**config.mk**
```make
export PLATFORM = sky130hd
export DESIGN_NAME = calc_core_seq_flat
export DESIGN_NICKNAME = d
export VERILOG_FILES = /design/src/rtl/calc_core_seq_if.sv /design/src/rtl/calc_core_seq.sv /design/src/flat_wrapper.sv
export SDC_FILE = /design/constraint.sdc
export NUM_CORES = 1
export LEC_CHECK = 0
export CAP_MARGIN = 20
export CORE_UTILIZATION = 55
export DETAILED_ROUTE_END_ITERATION = 8
export HOLD_SLACK_MARGIN = 0.12
export PLACE_DENSITY = 0.76
export SETUP_SLACK_MARGIN = 0.2
export SLEW_MARGIN = 20
export SYNTH_ARGS = -nofsm -noshare
export SYNTH_HDL_FRONTEND = slang
export SYNTH_SLANG_ARGS = --single-unit
```
**constraint.sdc**
```tcl
create_clock -name clk -period 3.9 [get_ports clk]
set_clock_uncertainty 0.2 [all_clocks]
set_input_delay 0.78 -clock clk [delete_from_list [all_inputs] [get_ports clk]]
set_output_delay 0.78 -clock clk [all_outputs]
set_load 0.1 [all_outputs]
```
**src/rtl/calc_core_seq_if.sv**
```systemverilog
// Operand/handshake/result-memory bundle shared by calc_core_seq and its host.
// The master side drives operands and commands; the slave side is the calculator core.
interface calc_core_seq_if #(
  parameter int WIDTH     = 8,
  parameter int MEM_DEPTH = 4,
  parameter int AW        = $clog2(MEM_DEPTH)
);
  logic [WIDTH-1:0]     a;
  logic [WIDTH-1:0]     b;
  logic [1:0]           op;
  logic                 start;
  logic                 busy;
  logic                 done;
  logic [2*WIDTH-1:0]   result;
  logic                 overflow;
  logic                 div_by_zero;
  logic [1:0]           mem_cmd;
  logic [AW-1:0]        mem_addr;
  logic [2*WIDTH-1:0]   mem_rd_data;
  logic                 mem_rd_valid;
  logic [MEM_DEPTH-1:0] mem_slot_used;

  modport master (
    output a, b, op, start, mem_cmd, mem_addr,
    input  busy, done, result, overflow, div_by_zero,
    input  mem_rd_data, mem_rd_valid, mem_slot_used
  );

  modport slave (
    input  a, b, op, start, mem_cmd, mem_addr,
    output busy, done, result, overflow, div_by_zero,
    output mem_rd_data, mem_rd_valid, mem_slot_used
  );
endinterface

```
**src/rtl/calc_core_seq.sv**
```systemverilog
// Sequential 4-function calculator: single-cycle add/sub, iterative shift-add multiply
// and restoring divide, plus a small result memory with per-slot valid bits.
module calc_core_seq #(
  parameter int WIDTH     = 8,
  parameter int MEM_DEPTH = 4
) (
  input logic         clk,
  input logic         rst_n,
  calc_core_seq_if.slave bus
);
  localparam int AW = $clog2(MEM_DEPTH);
  localparam int CW = $clog2(WIDTH);
  localparam int RW = 2 * WIDTH;

  localparam logic [1:0] OP_ADD = 2'b00;
  localparam logic [1:0] OP_SUB = 2'b01;
  localparam logic [1:0] OP_MUL = 2'b10;
  localparam logic [1:0] OP_DIV = 2'b11;

  localparam logic [1:0] CMD_STORE  = 2'b01;
  localparam logic [1:0] CMD_RECALL = 2'b10;
  localparam logic [1:0] CMD_CLEAR  = 2'b11;

  typedef enum logic [1:0] {
    S_IDLE = 2'b00,
    S_RUN  = 2'b01,
    S_FIN  = 2'b10
  } state_t;

  state_t          r_state;
  logic            r_busy;
  logic            r_done;
  logic [1:0]      r_op;
  logic [WIDTH-1:0] r_b;
  logic [RW-1:0]   r_x;
  logic [RW-1:0]   r_y;
  logic [CW-1:0]   r_cnt;
  logic [RW-1:0]   r_result;
  logic            r_overflow;
  logic            r_dbz;
  logic [RW-1:0]   r_mem [MEM_DEPTH];
  logic [MEM_DEPTH-1:0] r_used;
  logic [RW-1:0]   r_rd_data;
  logic            r_rd_valid;

  logic [WIDTH:0]  w_sum;
  logic [WIDTH:0]  w_dif;
  logic [WIDTH:0]  w_shift;
  logic [WIDTH:0]  w_trial;
  logic [RW-1:0]   w_mul_acc;
  logic [RW-1:0]   w_div_x;
  logic [RW-1:0]   w_step;
  logic            w_last;

  // One iteration of either sequencer; divide keeps {remainder, quotient} in r_x.
  always_comb begin
    w_sum     = {1'b0, bus.a} + {1'b0, bus.b};
    w_dif     = {1'b0, bus.a} - {1'b0, bus.b};
    w_shift   = {r_x[RW-1:WIDTH], r_x[WIDTH-1]};
    w_trial   = w_shift - {1'b0, r_b};
    w_mul_acc = r_x + (r_b[0] ? r_y : {RW{1'b0}});
    if (w_trial[WIDTH] == 1'b0) begin
      w_div_x = {w_trial[WIDTH-1:0], r_x[WIDTH-2:0], 1'b1};
    end else begin
      w_div_x = {w_shift[WIDTH-1:0], r_x[WIDTH-2:0], 1'b0};
    end
    if (r_op == OP_MUL) begin
      w_step = w_mul_acc;
    end else begin
      w_step = w_div_x;
    end
    w_last = (r_cnt == CW'(WIDTH - 1));
  end

  // Operation FSM and result registers; inputs are latched at acceptance only.
  always_ff @(posedge clk) begin
    if (!rst_n) begin
      r_state    <= S_IDLE;
      r_busy     <= 1'b0;
      r_done     <= 1'b0;
      r_op       <= OP_ADD;
      r_b        <= {WIDTH{1'b0}};
      r_x        <= {RW{1'b0}};
      r_y        <= {RW{1'b0}};
      r_cnt      <= {CW{1'b0}};
      r_result   <= {RW{1'b0}};
      r_overflow <= 1'b0;
      r_dbz      <= 1'b0;
    end else begin
      case (r_state)
        S_IDLE: begin
          r_done <= 1'b0;
          if (bus.start) begin
            r_op   <= bus.op;
            r_b    <= bus.b;
            r_cnt  <= {CW{1'b0}};
            r_busy <= 1'b1;
            case (bus.op)
              OP_ADD: begin
                r_result   <= {{WIDTH{1'b0}}, w_sum[WIDTH-1:0]};
                r_overflow <= w_sum[WIDTH];
                r_dbz      <= 1'b0;
                r_done     <= 1'b1;
                r_state    <= S_FIN;
              end
              OP_SUB: begin
                r_result   <= {{WIDTH{1'b0}}, w_dif[WIDTH-1:0]};
                r_overflow <= w_dif[WIDTH];
                r_dbz      <= 1'b0;
                r_done     <= 1'b1;
                r_state    <= S_FIN;
              end
              OP_MUL: begin
                r_x     <= {RW{1'b0}};
                r_y     <= {{WIDTH{1'b0}}, bus.a};
                r_state <= S_RUN;
              end
              OP_DIV: begin
                if (bus.b == {WIDTH{1'b0}}) begin
                  r_result   <= {bus.a, {WIDTH{1'b1}}};
                  r_overflow <= 1'b1;
                  r_dbz      <= 1'b1;
                  r_done     <= 1'b1;
                  r_state    <= S_FIN;
                end else begin
                  r_x     <= {{WIDTH{1'b0}}, bus.a};
                  r_state <= S_RUN;
                end
              end
              default: r_state <= S_IDLE;
            endcase
          end else begin
            r_busy <= 1'b0;
          end
        end
        S_RUN: begin
          r_x   <= w_step;
          r_cnt <= r_cnt + CW'(1);
          if (r_op == OP_MUL) begin
            r_y <= r_y << 1;
            r_b <= r_b >> 1;
          end
          if (w_last) begin
            r_result   <= w_step;
            r_overflow <= 1'b0;
            r_dbz      <= 1'b0;
            r_done     <= 1'b1;
            r_state    <= S_FIN;
          end
        end
        S_FIN: begin
          r_busy  <= 1'b0;
          r_done  <= 1'b0;
          r_state <= S_IDLE;
        end
        default: begin
          r_busy  <= 1'b0;
          r_done  <= 1'b0;
          r_state <= S_IDLE;
        end
      endcase
    end
  end

  // Result memory: store captures the pre-edge result, so a FIN-cycle store sees the new value.
  always_ff @(posedge clk) begin
    if (!rst_n) begin
      for (int i = 0; i < MEM_DEPTH; i++) r_mem[i] <= {RW{1'b0}};
      r_used     <= {MEM_DEPTH{1'b0}};
      r_rd_data  <= {RW{1'b0}};
      r_rd_valid <= 1'b0;
    end else begin
      r_rd_valid <= 1'b0;
      case (bus.mem_cmd)
        CMD_STORE: begin
          r_mem[bus.mem_addr]  <= r_result;
          r_used[bus.mem_addr] <= 1'b1;
        end
        CMD_RECALL: begin
          r_rd_data  <= r_mem[bus.mem_addr];
          r_rd_valid <= 1'b1;
        end
        CMD_CLEAR: begin
          for (int i = 0; i < MEM_DEPTH; i++) r_mem[i] <= {RW{1'b0}};
          r_used <= {MEM_DEPTH{1'b0}};
        end
        default: r_rd_valid <= 1'b0;
      endcase
    end
  end

  assign bus.busy          = r_busy;
  assign bus.done          = r_done;
  assign bus.result        = r_result;
  assign bus.overflow      = r_overflow;
  assign bus.div_by_zero   = r_dbz;
  assign bus.mem_rd_data   = r_rd_data;
  assign bus.mem_rd_valid  = r_rd_valid;
  assign bus.mem_slot_used = r_used;

endmodule

```
**src/flat_wrapper.sv**
```systemverilog
// flat-port wrapper written by rule: the top's interface ports become plain ports
module calc_core_seq_flat 
#(
  parameter int WIDTH     = 8,
  parameter int MEM_DEPTH = 4
)
  (clk, rst_n, bus_a, bus_b, bus_op, bus_start, bus_mem_cmd, bus_mem_addr, bus_busy, bus_done, bus_result, bus_overflow, bus_div_by_zero, bus_mem_rd_data, bus_mem_rd_valid, bus_mem_slot_used);
  calc_core_seq_if #(.WIDTH(WIDTH), .MEM_DEPTH(MEM_DEPTH)) bus_i ();
  input logic clk;
  input logic rst_n;
  input wire logic [$bits(bus_i.a)-1:0] bus_a;
  input wire logic [$bits(bus_i.b)-1:0] bus_b;
  input wire logic [$bits(bus_i.op)-1:0] bus_op;
  input wire logic [$bits(bus_i.start)-1:0] bus_start;
  input wire logic [$bits(bus_i.mem_cmd)-1:0] bus_mem_cmd;
  input wire logic [$bits(bus_i.mem_addr)-1:0] bus_mem_addr;
  output wire logic [$bits(bus_i.busy)-1:0] bus_busy;
  output wire logic [$bits(bus_i.done)-1:0] bus_done;
  output wire logic [$bits(bus_i.result)-1:0] bus_result;
  output wire logic [$bits(bus_i.overflow)-1:0] bus_overflow;
  output wire logic [$bits(bus_i.div_by_zero)-1:0] bus_div_by_zero;
  output wire logic [$bits(bus_i.mem_rd_data)-1:0] bus_mem_rd_data;
  output wire logic [$bits(bus_i.mem_rd_valid)-1:0] bus_mem_rd_valid;
  output wire logic [$bits(bus_i.mem_slot_used)-1:0] bus_mem_slot_used;
  assign bus_i.a = bus_a;
  assign bus_i.b = bus_b;
  assign bus_i.op = bus_op;
  assign bus_i.start = bus_start;
  assign bus_i.mem_cmd = bus_mem_cmd;
  assign bus_i.mem_addr = bus_mem_addr;
  assign bus_busy = bus_i.busy;
  assign bus_done = bus_i.done;
  assign bus_result = bus_i.result;
  assign bus_overflow = bus_i.overflow;
  assign bus_div_by_zero = bus_i.div_by_zero;
  assign bus_mem_rd_data = bus_i.mem_rd_data;
  assign bus_mem_rd_valid = bus_i.mem_rd_valid;
  assign bus_mem_slot_used = bus_i.mem_slot_used;
  calc_core_seq #(.WIDTH(WIDTH), .MEM_DEPTH(MEM_DEPTH)) u_core (.clk(clk), .rst_n(rst_n), .bus(bus_i));
endmodule
```
==> reports/qor_table.md <==
| Quantity | Value |
| --- | --- |
| Post-CTS Setup Repair Bufs | 0 |
| Overall die area | 15700 um2 |
| Startpoint type of the worst setup path | flop |
| RePlAce Congestion | 0.892 |
| Clock root cell | sky130_fd_sc_hd__clkbuf_16 |
| Leading cell type by number of instances after synthesis | sky130_fd_sc_hd__nand2_1 |
| Data arrival, critical path | 3.48 ns |
| Count of input and output buffers | 65 |
| Critical-path cell with the highest stage delay | sky130_fd_sc_hd__fa_1 |
| Reg2reg start | u_core.r_b[0] |
| Share of flip-flops with an asynchronous set or reset after synthesis | 0% |
| # clock sinks | 152 |
| Unrepaired setup endpoints after global routing | false |
| Inserted Clock Buffers | 17 |
| Maximum single-stage delay on the critical path | 0.44 ns |
| Synth-to-Final Area Change | 17.5% |
| Final WL | 21100 um |
| Final TNS setup | 0 ns |
| Layout Nets | 1014 |
| Number of I/O pins | 66 |
| Total leakage power | 0.00381 uW |
| Sequential fraction of the synthesis area | 44.0% |
| Maximum resistive drop on vdd | 0.000302 V |
| Antenna violations before repair | 0 |
| Number of search-and-repair iterations in the first detailed-routing pass | 7 |
| Number of distinct library cell variants in the gate-level netlist after synthesis | 65 |
| Share of the synthesized area in the top cell type | 22.9% |
| Number of diodes added for antenna fixing | 0 |
| Power density over the cells | 438 nW/um2 |
| Width of the die | 125 um |
| Violations in the final reports | DRC |
| HPWL after detailed placement | 14800 um |
| Worst Hold Margin | 0.250 ns |
| Setup Viol. Count Final | 0 |
| Number of flops mapped to enable cells by yosys | 64 |
| Number of rows in the core area | 44 |
| Part of the total power dissipated in combinational logic | 19.7% |
| Sequential Power Share | 41.9% |
| Mean Syn Cell Area | 9.46 um2 |
| Wire length of the first global-routing pass | 33900 um |
| Area inside the core boundary | 14700 um2 |
| Remaining antenna violation count | 0 |
| Number of failing hold endpoints at the final stage | 0 |
| Status | finished, violations left |
| Part of the cycle the worst path needs | 85.8% |
| Final routed DRC violation total | 4 |
| Initial detailed-routing violation count | 604 |
| Required arrival time at the worst endpoint | 4.04 ns |
| Maximum number of pins on one net before global-route repair | 60 |
| Cell-internal power | 2990 uW |
| Maximum achievable frequency | 299 MHz |
| Insertion delay of the later-clocked pin in the worst-skew pair | 0.43 ns |
| Die outline height | 125 um |
| Worst-margin pin slew | 0.988 ns |
| Share of layout cells above drive strength 1 | 9.20% |
| Avg Vias per Cell | 6.05 |
| Synth Warn # | 0 |
| Hold-fix buffers at CTS | 0 |
| Worst slew margin relative to its limit | 33.9% |
| Startpoint of the worst hold path | u_core.bus.busy |
| Fraction of power spent switching nets | 30.6% |
| Final total power | 4310 uW |
| Starting Density | 57.0% |
| Synth Instances | 885 |
| Netlist Area Pre-Place | 8380 um2 |
| Vias in the first global route | 6414 |
| CP startpoint | u_core.r_b[0] |
| Worst-path maximum fanout | 17 |
| Max Transition Viols Final | 0 |
| Worst-case clock buffer depth | 2 |
| Path type of the worst setup path | flop to flop |
| Clock period minus worst slack | 3.35 ns |
| Count of max-cap constraint violations | 0 |
| Area contributors post-synth | sky130_fd_sc_hd__edfxtp_1 23%, sky130_fd_sc_hd__dfxtp_1 21%, sky130_fd_sc_hd__ha_1 6.1% |
| Clock network fraction of design power | 38.4% |
| Net switching power figure | 1320 uW |
| Top cells by count, synth | 107 x sky130_fd_sc_hd__nand2_1, 88 x sky130_fd_sc_hd__dfxtp_1, 77 x sky130_fd_sc_hd__and2_1 |
| Type of the worst min-delay path | flop to flop |
| Utilization after layout | 66.9% |
| Synth area leader | sky130_fd_sc_hd__edfxtp_1 |
| Syn nets | 955 |
| CTS tree | done |
| Maximum level of the CTS H-tree | 4 |
| Routed WL per cell | 18.5 um |
| Leading register cell type out of synthesis | sky130_fd_sc_hd__dfxtp_1 |
| Clock slew seen by the registers of the worst setup and hold paths | 0.07 ns |
| Register bit total from synthesis | 152 |
| Number of vias in the routed layout | 6901 |
| Post-cts resize count | 0 |
| Fillers | 1180 |
| Total gr overflow | 0 |
| Crit path cell chain | buf_4 > and2_1 > ha_1 > fa_1 > a211oi_1 > o21bai_1 > a21oi_1 > o21ai_0 > mux2i_1 > a21o_1 > a311oi_1 |
| Global routing usage summed across all routing layers | 27.9% |
| Type of element capturing the critical path | flop |
routing by layer:
| metal | part of all wire (%) | vias to the layer above | GRT usage (%) |
|---|---|---|---|
| li1 | - | 3300 | - |
| met1 | 43 | 3322 | 35.1 |
| met2 | 49 | 239 | 48.2 |
| met3 | 5.3 | 40 | 4.71 |
| met4 | 2.5 | 0 | 10.7 |
| met5 | 0 | - | 0 |
sequential cells by signal, summed over array words and instances (netlist names):
| name | flops |
|---|---|
| u_core.r_cnt | 3 |
| u_core.bus.overflow | 1 |
| u_core.r_x | 16 |
| u_core.bus.mem_rd_data | 16 |
| u_core.bus.done | 1 |
| u_core.r_y | 16 |
| u_core.r_mem | 64 |
| u_core.r_state | 2 |
| u_core.bus.mem_rd_valid | 1 |
| u_core.r_b | 8 |
| u_core.r_op | 2 |
| u_core.bus.mem_slot_used | 4 |
| u_core.bus.div_by_zero | 1 |
| u_core.bus.result | 16 |
| u_core.bus.busy | 1 |
metrics by stage:
stage | worst slack, ns | std cells | instance area (um2)
after floorplan | 0.537 | 885 | 8380
after global placement | 0.418 | 1109 | 9250
after detailed placement | 0.341 | 1109 | 9250
after CTS | 0.592 | 1141 | 9840
after global routing | 0.381 | 1141 | 9840
final | 0.552 | 1141 | 9840
worst paths after layout:
path                                              end  slack (ns)  cells after the start
worst min-delay path                  u_core.bus.busy        0.25                      2
worst max-delay path            u_core.bus.result[14]        0.55                     11
worst min register to register        u_core.bus.busy        0.25                      2
worst max register to register  u_core.bus.result[14]        0.55                     11
worst max-delay path: cells and delay by family (launching register included):
| family | cells | cell delay (ns) |
|---|---|---|
| mux | 1 | 0.15 |
| simple gates | 1 | 0.19 |
| buf+inv | 1 | 0.18 |
| flops | 1 | 0.31 |
| fa+ha+maj | 2 | 0.67 |
| compound gates | 6 | 1.56 |
power by group through the flow:
stage | Clock (uW) | Combinational [uW] | Sequential [uW]
after floorplan | 0 | 448 | 1980
after global placement | 0 | 827 | 1840
after detailed placement | 0 | 836 | 1840
after CTS | 1680 | 843 | 1810
after global routing | 1740 | 909 | 1820
final | 1660 | 848 | 1810
placed cells by master, fill, tap and decap left out, types with 5 or more instances in the layout:
master / count
sky130_fd_sc_hd__mux4_2: 16
sky130_fd_sc_hd__buf_4: 29
sky130_fd_sc_hd__ha_1: 41
sky130_fd_sc_hd__nand2_1: 107
sky130_fd_sc_hd__xnor2_1: 18
sky130_fd_sc_hd__a311oi_1: 14
sky130_fd_sc_hd__and2_1: 77
sky130_fd_sc_hd__a21o_1: 12
sky130_fd_sc_hd__a22oi_1: 10
sky130_fd_sc_hd__a21oi_1: 52
sky130_fd_sc_hd__inv_1: 29
sky130_fd_sc_hd__dfxtp_1: 88
sky130_fd_sc_hd__a31oi_1: 17
sky130_fd_sc_hd__nor3_1: 11
sky130_fd_sc_hd__xor2_1: 10
sky130_fd_sc_hd__o221ai_1: 5
sky130_fd_sc_hd__o21ai_0: 57
sky130_fd_sc_hd__edfxtp_1: 64
sky130_fd_sc_hd__nor2_1: 71
sky130_fd_sc_hd__a22o_1: 6
sky130_fd_sc_hd__nand2b_1: 9
sky130_fd_sc_hd__o21a_1: 7
sky130_fd_sc_hd__a211oi_1: 7
sky130_fd_sc_hd__clkdlybuf4s50_1: 64
sky130_fd_sc_hd__mux2i_1: 10
sky130_fd_sc_hd__o211ai_1: 13
sky130_fd_sc_hd__nand3_1: 12
sky130_fd_sc_hd__clkbuf_16: 17
sky130_fd_sc_hd__nor2b_1: 10
cell families (layout without fill, tap and decap cells):
logic type	Yosys count	in the layout	synth area share [%]
adders and majority gates	45	45	7.08
AOI/OAI and AO/OA	230	230	18.0
buffers and inverters	83	155	3.91
DFF	152	152	44.0
xor gates and xnor gates	28	28	2.93
and+or+nand+nor	320	320	18.4
muxes	27	27	5.63
cell type report:
class	instances	area [um2]	area share (%)
Clock buffer	17	425	4.32
Clock inverter	15	164	1.67
Inverter	30	113	1.14
Multi-Input combinational cell	650	4360	44.4
Timing Repair Buffer	93	858	8.72
Tap cell	184	230	2.34
Sequential cell	152	3680	37.4
Power figures use the tool's default switching activity.
